--- config.mk ---
export PLATFORM = sky130hd
export DESIGN_NAME = sequence_event_counter
export DESIGN_NICKNAME = d
export VERILOG_FILES = /design/src/rtl/seq_evt_pkg.sv /design/src/rtl/sat_counter.sv /design/src/rtl/sequence_event_counter.sv
export SDC_FILE = /design/constraint.sdc
export NUM_CORES = 1
export LEC_CHECK = 0
export BUFFER_PORTS_ARGS = -buffer_cell sky130_fd_sc_hd__buf_2
export CAP_MARGIN = 15
export CORE_MARGIN = 3
export CORE_UTILIZATION = 44
export CTS_CLUSTER_SIZE = 8
export DETAILED_ROUTE_END_ITERATION = 7
export SLEW_MARGIN = 0
export SYNTH_ARGS = -nofsm -noshare
export SYNTH_HDL_FRONTEND = slang
export SYNTH_SLANG_ARGS = --single-unit
--- constraint.sdc ---
create_clock -name clk -period 9.7 [get_ports clk]
set_clock_uncertainty 0.2 [all_clocks]
set_input_delay 1.94 -clock clk [delete_from_list [all_inputs] [get_ports clk]]
set_output_delay 1.94 -clock clk [all_outputs]
set_load 0.01 [all_outputs]
--- src/rtl/seq_evt_pkg.sv ---
// Shared state encoding and default widths for the sequence event counter.
package seq_evt_pkg;

  typedef enum logic [1:0] {
    ST_IDLE  = 2'd0,
    ST_ARM   = 2'd1,
    ST_COUNT = 2'd2
  } state_t;

  localparam int CNT_W_DEF = 8;
  localparam int WIN_W_DEF = 16;

endpackage

--- src/rtl/sat_counter.sv ---
// Up-counter with synchronous clear that sticks at all-ones instead of wrapping.
module sat_counter #(
  parameter int W = 8
) (
  input  logic         clk,
  input  logic         rst_n,
  input  logic         clr,
  input  logic         inc,
  output logic [W-1:0] cnt
);

  logic [W-1:0] cnt_r;

  // Count register: clear has priority, increment stops at all-ones.
  always_ff @(posedge clk or negedge rst_n) begin
    if (!rst_n) begin
      cnt_r <= {W{1'b0}};
    end else if (clr) begin
      cnt_r <= {W{1'b0}};
    end else if (inc && (cnt_r != {W{1'b1}})) begin
      cnt_r <= cnt_r + W'(1);
    end else begin
      cnt_r <= cnt_r;
    end
  end

  assign cnt = cnt_r;

endmodule

--- src/rtl/sequence_event_counter.sv ---
// Counts detect pulses over back-to-back programmable windows, reports each
// window's count with a one-cycle strobe and raises a sticky threshold alarm.
module sequence_event_counter
  import seq_evt_pkg::*;
#(
  parameter int CNT_W = CNT_W_DEF,
  parameter int WIN_W = WIN_W_DEF
) (
  input  logic             clk,
  input  logic             reset_ah_in,
  input  logic             enable_in,
  input  logic             detect_in,
  input  logic [WIN_W-1:0] window_len_in,
  input  logic [CNT_W-1:0] threshold_in,
  input  logic             alarm_clr_in,
  output logic [CNT_W-1:0] count_out,
  output logic             count_valid_out,
  output logic             alarm_out
);

  // A zero-length window behaves as a one-cycle window.
  function automatic logic [WIN_W-1:0] len_or_one(input logic [WIN_W-1:0] len);
    return (len == {WIN_W{1'b0}}) ? WIN_W'(1) : len;
  endfunction

  state_t           state_r, state_next_s;
  logic [WIN_W-1:0] win_cnt_r;
  logic [WIN_W-1:0] win_len_r;
  logic [CNT_W-1:0] ev_cnt_s;
  logic [CNT_W-1:0] rpt_s;
  logic             in_count_s;
  logic             win_end_s;
  logic             ev_clr_s;
  logic             ev_inc_s;
  logic [CNT_W-1:0] count_r;
  logic             valid_r;
  logic             alarm_r;

  assign in_count_s = (state_r == ST_COUNT);
  assign win_end_s  = in_count_s && (win_cnt_r == (win_len_r - WIN_W'(1)));
  // Leaving COUNT also clears, so IDLE always sees a zero event count.
  assign ev_clr_s   = !in_count_s || win_end_s || !enable_in;
  assign ev_inc_s   = in_count_s && detect_in;
  // The last window cycle's detect is folded into the report.
  assign rpt_s      = (ev_cnt_s == {CNT_W{1'b1}}) ? ev_cnt_s : (ev_cnt_s + CNT_W'(detect_in));

  sat_counter #(.W(CNT_W)) u_ev_cnt (
    .clk   (clk),
    .rst_n (reset_ah_in),
    .clr   (ev_clr_s),
    .inc   (ev_inc_s),
    .cnt   (ev_cnt_s)
  );

  // Next-state logic.
  always_comb begin
    state_next_s = state_r;
    case (state_r)
      ST_IDLE:  state_next_s = enable_in ? ST_ARM : ST_IDLE;
      ST_ARM:   state_next_s = enable_in ? ST_COUNT : ST_IDLE;
      ST_COUNT: state_next_s = enable_in ? ST_COUNT : ST_IDLE;
      default:  state_next_s = ST_IDLE;
    endcase
  end

  // State, window counter and window-length capture.
  always_ff @(posedge clk or negedge reset_ah_in) begin
    if (!reset_ah_in) begin
      state_r   <= ST_IDLE;
      win_cnt_r <= {WIN_W{1'b0}};
      win_len_r <= {WIN_W{1'b0}};
    end else begin
      state_r <= state_next_s;
      if ((state_r == ST_ARM) || win_end_s) begin
        win_len_r <= len_or_one(window_len_in);
      end else begin
        win_len_r <= win_len_r;
      end
      if (in_count_s && !win_end_s && enable_in) begin
        win_cnt_r <= win_cnt_r + WIN_W'(1);
      end else begin
        win_cnt_r <= {WIN_W{1'b0}};
      end
    end
  end

  // Report outputs and sticky alarm; a set on the report edge beats a clear.
  always_ff @(posedge clk or negedge reset_ah_in) begin
    if (!reset_ah_in) begin
      count_r <= {CNT_W{1'b0}};
      valid_r <= 1'b0;
      alarm_r <= 1'b0;
    end else begin
      valid_r <= win_end_s;
      if (win_end_s) begin
        count_r <= rpt_s;
      end else begin
        count_r <= count_r;
      end
      if (win_end_s && (threshold_in != {CNT_W{1'b0}}) && (rpt_s >= threshold_in)) begin
        alarm_r <= 1'b1;
      end else if (alarm_clr_in) begin
        alarm_r <= 1'b0;
      end else begin
        alarm_r <= alarm_r;
      end
    end
  end

  assign count_out       = count_r;
  assign count_valid_out = valid_r;
  assign alarm_out       = alarm_r;

endmodule

==> results.ini, run 1 <==
[outcome]
status=completed

[clock_network]
clk_latency_ns=0.30
cts_hold_buf=0
ctsResizeCount=0
cts.clk_slew.worst_paths_ns=0.09
root_buffer=clkbuf_8
htree_num_levels=2
cts_setup_buffers=0
numCtsBuffers=5
clock_path_buffers=2
numClockSinks=52
cts_tree=done

[yosys]
synth_warnings=0
synth_edf_count=0
syn-cell-area_um2=3240
async_flop_share_pct=100
synth_ff_type=dfrtp_1
ys_ff_latch=52
seq_area_frac_synth_pct=40.2
synth.distinct_cells=51
avgSynthCellArea_um2=10.2
synth_nets=364
syn_inst=318

[critical_path]
critPathLaunchType=input port
worstPathMaxFanout=4
crit_arrival_ns=4.00
path_class=in -> reg
cp_data_required_time_ns=9.69
end_kind=register

[power_and_ir_drop]
p_int_uw=452
finalPower_uw=688
p_comb_share_pct=33.8
clkPwrFrac_pct=21.4
switching_power_uw=236
peakVddDrop_mv=0.113
sequentialPowerShare_pct=44.7
powerDensity_nw_per_um2=191
leakagePower_nw=1.70
swShare_pct=34.3

[final_layout]
nFillCells=689
area_delta_synth_final_pct=11.2
final_common_cell=dfrtp_1
multi_input_area_um2=1810
final_core_util_pct=51.6
final_cell_mix=dfrtp_1 (52), nor2_1 (39), buf_2 (38)
fin_cells=450
post-route-cell-area_um2=3600
layout-drive-gt1-share_pct=20.6
register_area_um2=1300
antenna_cells=0
num-nets-final=399

[global_routing]
grt_max_degree=53
grt_pass1_vias=2281
grt_usage_pct=16.1
grt_antenna_before_repair=0
grt_pass1_wl_um=11100
grt_overflow_total=0

[floorplan]
rows=30
num_io_pins=39
core_area_um2=6980
fp.dieArea_um2=8420
dieWidth_um=91.8
die_y_um=91.8
initial_core_util_pct=46.4

[timing]
max_freq_mhz=249
fin_crit_sh_pct=41.4
tns_ns=0
finalSetupViolations=0
slew_headroom_pct=28.8
slew_violations=0
worst_pin_slew_ns=1.06
rsz0062_at_grt=no
whs_ns=0.290
fin_crit_ns=4.01
setup_ws_ns=5.69
timing.final.hold_violations=0

[placed_design]
placed_cells=442
placed_area_um2=3490
place_ws_ns=5.37
dp_hpwl_um=4820
port_buffers=38
place.gp.congestion=0.815

[routing]
vias=2280
dr.pass1.iters=4
wl_per_cell_um=13.9
initialDrtViolationCount=94
totalWireLength_um=6250
avgViaCountPerCell=5.07
ant_nets=0
drc=0

[flow_run]
maxCapViolCount=0

[hold_path]
min_path_type=reg -> reg

==> state kept, by name, summed over array words and instances, names as in the netlist <==
| signal | cells |
|---|---|
| win_cnt_r | 16 |
| win_len_r | 16 |
| count_out | 8 |
| u_ev_cnt.cnt | 8 |
| state_r | 2 |
| alarm_out | 1 |
| count_valid_out | 1 |
==> path summary, 6_finish.rpt <==
path	from	end	slack [ns]	cells after the start
min in group asynchronous	reset_ah_in	win_cnt_r[14]	1.55	2
worst min register to register	count_out[4]	count_out[4]	0.29	1
max in group asynchronous	reset_ah_in	u_ev_cnt.cnt[6]	7.32	2
worst max register to register	win_len_r[3]	u_ev_cnt.cnt[7]	6.17	6
worst min-delay path	count_out[4]	count_out[4]	0.29	1
worst max-delay path	detect_in	alarm_out	5.69	11
==> cells in the mapped netlist (all sizes together) (4+ instances only) <==
library cell | number | area (µm²)
mux2i | 4 | 40.0
nand4 | 4 | 25.0
nand3 | 15 | 75.1
nor4 | 10 | 90.1
nand2b | 5 | 31.3
nor2 | 39 | 146
mux2 | 24 | 304
xnor2 | 23 | 201
xor2 | 24 | 210
a21oi | 5 | 36.3
clkbuf | 6 | 22.5
o21ai | 4 | 20.0
ha | 17 | 213
inv | 17 | 63.8
buf | 5 | 38.8
nor3 | 7 | 40.0
dfrtp | 52 | 1300
nand2 | 16 | 60.1
and3 | 9 | 56.3
==> worst max-delay path, cell delays in order <==
cell and delay (ns):
buf_2 0.12, ha_1 0.24, ha_1 0.28, mux2_2 0.28
ha_1 0.27, a21o_1 0.16, a21oi_1 0.13, o21ai_0 0.10
a31o_2 0.25, a21oi_1 0.15, o22ai_1 0.09
==> power by group through the flow <==
stage / combinational [mW] / sequential, mW / clock, mW
6_report: 0.233 / 0.308 / 0.147
5_1_grt: 0.262 / 0.315 / 0.162
4_1_cts: 0.236 / 0.307 / 0.154
3_5_place_dp: 0.234 / 0.312 / 0
3_3_place_gp: 0.230 / 0.311 / 0
2_1_floorplan: 0.198 / 0.295 / 0
==> kinds of logic after synthesis <==
group / Yosys count / synth area share, %
AND/OR/NAND/NOR: 120 / 19.9
flip-flops: 52 / 40.2
XOR/XNOR: 47 / 12.7
buffers and inverters: 28 / 3.86
multiplexers: 28 / 10.6
AO/OA/AOI/OAI: 26 / 6.18
adder cells (fa/ha/maj): 17 / 6.57
==> layout make-up <==
type,instances,area share (%)
clock buffers,6,2.01
multi-input cells,238,50.3
repair buffers,39,5.49
clock inverters,2,0.973
well taps,96,3.33
inverters,17,1.77
flip-flops and latches,52,36.1
==> metal layers <==
metal / share of wire, % / wire length, µm / global-route usage [%]
met2: 47 / 2940 / 26.4
met1: 49 / 3070 / 22.1
met3: 2.8 / 174 / 2.79
met4: 1.2 / 74 / 3.96
met5: 0 / 0 / 0
No activity file was read; power rests on OpenSTA's default activity.
==> run 2, diff against run 1 <==
--- a/config.mk
+++ b/config.mk
@@ -11,6 +11,7 @@
 export CORE_UTILIZATION = 44
 export CTS_CLUSTER_SIZE = 8
 export DETAILED_ROUTE_END_ITERATION = 7
+export PLACE_DENSITY = 0.66
 export SLEW_MARGIN = 0
 export SYNTH_ARGS = -nofsm -noshare
 export SYNTH_HDL_FRONTEND = slang
==> constraint.sdc (replaced) <==
create_clock -name clk -period 3.5 [get_ports clk]
set_clock_uncertainty 0.2 [all_clocks]
set_input_delay 0.7 -clock clk [delete_from_list [all_inputs] [get_ports clk]]
set_output_delay 0.7 -clock clk [all_outputs]
set_load 0.01 [all_outputs]
==> run 2 against run 1 <==
Effect of this change: clock-buffer cell count decreased by 1; largest power group unchanged; critical path depth down 4; critical endpoint is now count_out[7]; core utilization up 1.0 points; sequential cell count is the same; worst setup slack got worse by 5.4 ns; non-clock buffer count grew 5; global-route usage decreased by 0.10 points; register-to-register slack worse by 5.9 ns; critical path type is now reg -> reg.
==> results.ini, run 2 (same netlist as run 1, synthesis figures left out) <==
[routing]
drc=0  ; unchanged
dr.pass1.iters=4  ; unchanged
wl_per_cell_um=14.0  ; +0.50%
vias=2367  ; +3.8%
totalWireLength_um=6340  ; +1.4%
avgViaCountPerCell=5.21  ; +2.9%
initialDrtViolationCount=76  ; -19%
ant_nets=0  ; unchanged

[clock_network]
htree_num_levels=2  ; unchanged
numCtsBuffers=5  ; unchanged
cts_hold_buf=0  ; unchanged
cts.clk_slew.worst_paths_ns=0.10  ; about the same
clock_path_buffers=2  ; unchanged
cts_setup_buffers=0  ; unchanged
clk_latency_ns=0.30  ; about the same
cts_tree=done
ctsResizeCount=0  ; unchanged
numClockSinks=52  ; unchanged
root_buffer=clkbuf_8

[global_routing]
grt_pass1_wl_um=11000  ; -0.24%
grt_usage_pct=16.0  ; -0.10 points
grt_overflow_total=0  ; unchanged
grt_max_degree=48  ; -9.4%
grt_antenna_before_repair=0  ; unchanged
grt_pass1_vias=2355  ; +3.2%

[final_layout]
final_common_cell=dfrtp_1
num-nets-final=404  ; +1.3%
antenna_cells=0  ; unchanged
final_cell_mix=dfrtp_1 (52), nor2_1 (39), buf_2 (38)
post-route-cell-area_um2=3670  ; +2.0%
reg_top3=win_cnt_r x16, win_len_r x16
layout-drive-gt1-share_pct=21.8  ; +1.2 points
area_delta_synth_final_pct=13.4

[flow_run]
maxCapViolCount=0  ; unchanged

[power_and_ir_drop]
finalPower_mw=1.98  ; +190%
leakagePower_nw=1.74  ; +2.1%
powerDensity_nw_per_um2=540  ; +180%
peakVddDrop_mv=0.327  ; +190%

[timing]
finalSetupViolations=0  ; unchanged
timing.final.hold_violations=0  ; unchanged
slew_violations=0  ; unchanged
fin_crit_sh_pct=91.2
setup_ws_ns=0.306  ; -5.38 ns
slew_headroom_pct=69.5  ; +41 points
whs_ns=0.134  ; -0.156 ns
worst_pin_slew_ns=0.457  ; -0.607 ns
rsz0062_at_grt=no
tns_ns=0  ; unchanged
max_freq_mhz=313
fin_crit_ns=3.19

[placed_design]
place.gp.congestion=0.862  ; +5.8%
place_ws_ns=0.335  ; -5.04 ns
dp_hpwl_um=4910  ; +1.8%
placed_area_um2=3520  ; +0.86%
port_buffers=38  ; unchanged

[hold_path]
min_path_type=in -> async

[critical_path]
worstPathMaxFanout=8  ; +4
crit_arrival_ns=3.17  ; -0.83 ns
cp_data_required_time_ns=3.48  ; -6.21 ns
rr_worst_depth=7  ; +1
critPathSlowestCell=or4_1
crit_path_cell_trace=or4_1, nor4_2, o2111a_1, nor2b_4, and4_4, and2_1, mux2_1
critPathLaunchType=register
slowest_delay_ns=0.68  ; +0.40 ns
end_kind=register
path_class=reg -> reg

[floorplan]
fp.dieArea_um2=8420  ; unchanged
die_y_um=91.8  ; unchanged
rows=30  ; unchanged
core_area_um2=6980  ; unchanged
initial_core_util_pct=46.4  ; unchanged
num_io_pins=39  ; unchanged
dieWidth_um=91.8  ; unchanged

[outcome]
status=completed

## run 2: worst max-delay path, delay by kind of cell, from the launching register on
kind	cells	cell delay [ns]
multiplexers	1	0.37
AND/OR/NAND/NOR	5	1.77
AO/OA/AOI/OAI	1	0.28
flip-flops	1	0.45
## run 2: final timing paths
check	startpoint	to	slack, ns
worst max-delay path	win_len_r[3]	count_out[7]	0.31
worst min-delay path	reset_ah_in	u_ev_cnt.cnt[0]	0.13
worst max register to register	win_len_r[3]	count_out[7]	0.31
worst min register to register	count_out[5]	count_out[5]	0.29
max in group asynchronous	reset_ah_in	win_len_r[10]	2.45
min in group clk	count_out[5]	count_out[5]	0.29
## run 2: routing by layer
metal  share of wire [%]  GRT usage, %  wire [µm]  up-vias
met4                 1.2          3.47         76        0
li1                    -             -          -     1174
met5                   0             0          0        -
met3                 4.2          2.54        263        7
met1                  48          21.3       3060     1129
met2                  46          27.3       2940       57
## run 2: layout make-up
class,instances,area [µm²]
Timing Repair Buffer,44,248
Inverter,17,63.8
Fill cell,661,3310
Sequential cell,52,1300
Tap cell,96,120
Multi-Input combinational cell,238,1810
Clock buffer,5,68.8
Clock inverter,2,60.1
## run 2: stage by stage
step | utilization [%] | instances
6_report | 52.6 | 454
5_1_grt | 52.6 | 454
4_1_cts | 52.3 | 453
3_5_place_dp | 50.5 | 446
3_3_place_gp | 50.5 | 446
2_1_floorplan | - | 318
## run 2: power by group
part	total, mW	internal [mW]	switching, mW
logic	0.664	0.344	0.320
registers	0.848	0.705	0.142
clock network	0.472	0.281	0.190
total	1.98	1.33	0.653
==> run 3, diff against run 2 <==
--- a/config.mk
+++ b/config.mk
@@ -7,11 +7,14 @@
 export LEC_CHECK = 0
 export BUFFER_PORTS_ARGS = -buffer_cell sky130_fd_sc_hd__buf_2
 export CAP_MARGIN = 15
+export CELL_PAD_IN_SITES_DETAIL_PLACEMENT = 0
+export CELL_PAD_IN_SITES_GLOBAL_PLACEMENT = 1
 export CORE_MARGIN = 3
-export CORE_UTILIZATION = 44
+export CORE_UTILIZATION = 41
 export CTS_CLUSTER_SIZE = 8
 export DETAILED_ROUTE_END_ITERATION = 7
-export PLACE_DENSITY = 0.66
+export PLACE_DENSITY_LB_ADDON = 0.1
+export REMOVE_ABC_BUFFERS = 1
 export SLEW_MARGIN = 0
 export SYNTH_ARGS = -nofsm -noshare
 export SYNTH_HDL_FRONTEND = slang
==> run 3 against run 2 <==
Effect of this change: core utilization shrank 3.7 points; fmax is 0.17% higher; critical path depth unchanged; worst setup slack better by 0.0055 ns; non-clock buffer count stayed put; cell area down 0.82%; register-to-register slack barely moved; largest cell class unchanged; largest power group unchanged.
==> results.ini, run 3 (same netlist as run 1, synthesis figures left out) <==
[timing]
setup_ws_ns=0.312  ; +0.00548 ns
fin_crit_ns=3.19  ; -0.00548 ns
slew_headroom_pct=42.8  ; -27 points
finalSetupViolations=0  ; unchanged
rsz0062_at_grt=no
slew_violations=0  ; unchanged
fin_crit_sh_pct=91.1  ; -0.16 points
max_freq_mhz=314  ; +0.17%
tns_ns=0  ; unchanged
worst_pin_slew_ns=0.859  ; +0.401 ns
timing.final.hold_violations=0  ; unchanged
whs_ns=0.287  ; +0.153 ns

[routing]
totalWireLength_um=6660  ; +5.1%
drc=0  ; unchanged
wl_per_cell_um=14.5  ; +4.2%
dr.pass1.iters=4  ; unchanged
ant_nets=0  ; unchanged
vias=2365  ; -0.084%
avgViaCountPerCell=5.16  ; -0.96%
initialDrtViolationCount=44  ; -42%

[critical_path]
timing.rr.start=win_len_r[3]
path_class=reg -> reg
cp_data_required_time_ns=3.50  ; +0.02 ns
crit_arrival_ns=3.19  ; +0.02 ns
r2r-end=count_out[6]
reg2reg_slack_ns=0.31  ; about the same
end_kind=register
worstPathMaxFanout=8  ; unchanged
critPathLaunchType=register
rr_worst_depth=7  ; unchanged

[final_layout]
final_cell_mix=dfrtp_1 (52), nor2_1 (39), buf_2 (38)
fin_cells=458  ; +0.88%
antenna_cells=0  ; unchanged
num-nets-final=404  ; unchanged
area_delta_synth_final_pct=12.5
reg_top3=win_cnt_r x16, win_len_r x16
final_common_cell=dfrtp_1
layout-drive-gt1-share_pct=21.7  ; -0.061 points

[placed_design]
placed_cells=450  ; +0.90%
port_buffers=38  ; unchanged
place.gp.congestion=0.795  ; -7.7%
dp_hpwl_um=5160  ; +5.2%
place_ws_ns=0.308  ; -0.0274 ns

[clock_network]
clock_path_buffers=2  ; unchanged
htree_num_levels=2  ; unchanged
cts_setup_buffers=0  ; unchanged
clk_latency_ns=0.31  ; about the same
cts.clk_slew.worst_paths_ns=0.10  ; about the same
numCtsBuffers=5  ; unchanged
cts_hold_buf=0  ; unchanged
numClockSinks=52  ; unchanged
ctsResizeCount=0  ; unchanged
root_buffer=clkbuf_8
cts_tree=done

[outcome]
status=completed

[global_routing]
grt_usage_pct=16.0  ; +0.053 points
grt_pass1_vias=2327  ; -1.2%
grt_pass1_wl_um=11200  ; +1.7%
grt_overflow_total=0  ; unchanged
grt_max_degree=37  ; -23%
grt_antenna_before_repair=0  ; unchanged

[power_and_ir_drop]
powerDensity_nw_per_um2=527  ; -2.4%
leakagePower_nw=1.72  ; -0.78%
peakVddDrop_mv=0.329  ; +0.63%

[floorplan]
fp.dieArea_um2=9000  ; +6.8%
die_y_um=94.9  ; +3.4%
num_io_pins=39  ; unchanged
initial_core_util_pct=43.5  ; -2.9 points
dieWidth_um=94.9  ; +3.4%
core_area_um2=7450  ; +6.7%
rows=31  ; +3.3%

[flow_run]
maxCapViolCount=0  ; unchanged

[hold_path]
min_path_type=in -> async

-- run 3: changes by cell type in the layout (fill, tap and decap cells not counted), sizes merged --
cell,before,now
clkinv,0,1
bufinv,2,1
clkbuf,5,6
-- run 3: power by group --
group | internal [mW] | switching, mW
clock network | 0.213 | 0.200
logic | 0.341 | 0.321
registers | 0.705 | 0.141
-- run 3: per-layer routing --
metal | vias to the layer above | part of all wire, % | global-route usage, %
met4 | 0 | 1.5 | 4.81
met5 | - | 0 | 0
met1 | 1131 | 47 | 20.7
met3 | 8 | 4.1 | 2.55
met2 | 44 | 47 | 27.5
li1 | 1182 | - | -
-- run 3: metrics by stage --
step	power [mW]	util, %	area (µm²)
after floorplan	1.35	-	3180
after global placement	1.52	47.5	3540
after detailed placement	1.52	47.5	3540
after CTS	1.95	48.9	3640
after global routing	2.07	48.9	3640
final	1.92	48.9	3640
-- run 3: final cells by class --
class                      count  area, µm²
fill                         730       3800
inverter                      17       63.8
tap                           99        124
multi-input combinational    238       1810
clock inverter                 2       35.0
timing repair buffer          44        235
sequential                    52       1300
clock buffer                   6       72.6
-- run 3: how the worst max path moves through the flow --
stage	startpoint	to
after floorplan	win_len_r[3]	u_ev_cnt.cnt[7]
after global placement	win_len_r[3]	count_out[3]
after detailed placement	win_len_r[3]	count_out[6]
after CTS	win_len_r[3]	count_out[6]
after global routing	win_len_r[3]	count_out[6]
final	win_len_r[3]	count_out[6]
-- run 3: worst max-delay path: stages, from the launching register on --
cell	delay, ns
dfrtp_1	0.45
or4_1	0.68
nor4_2	0.31
o2111a_1	0.28
nor2b_4	0.15
and4_4	0.25
and2_1	0.38
mux2_1	0.37
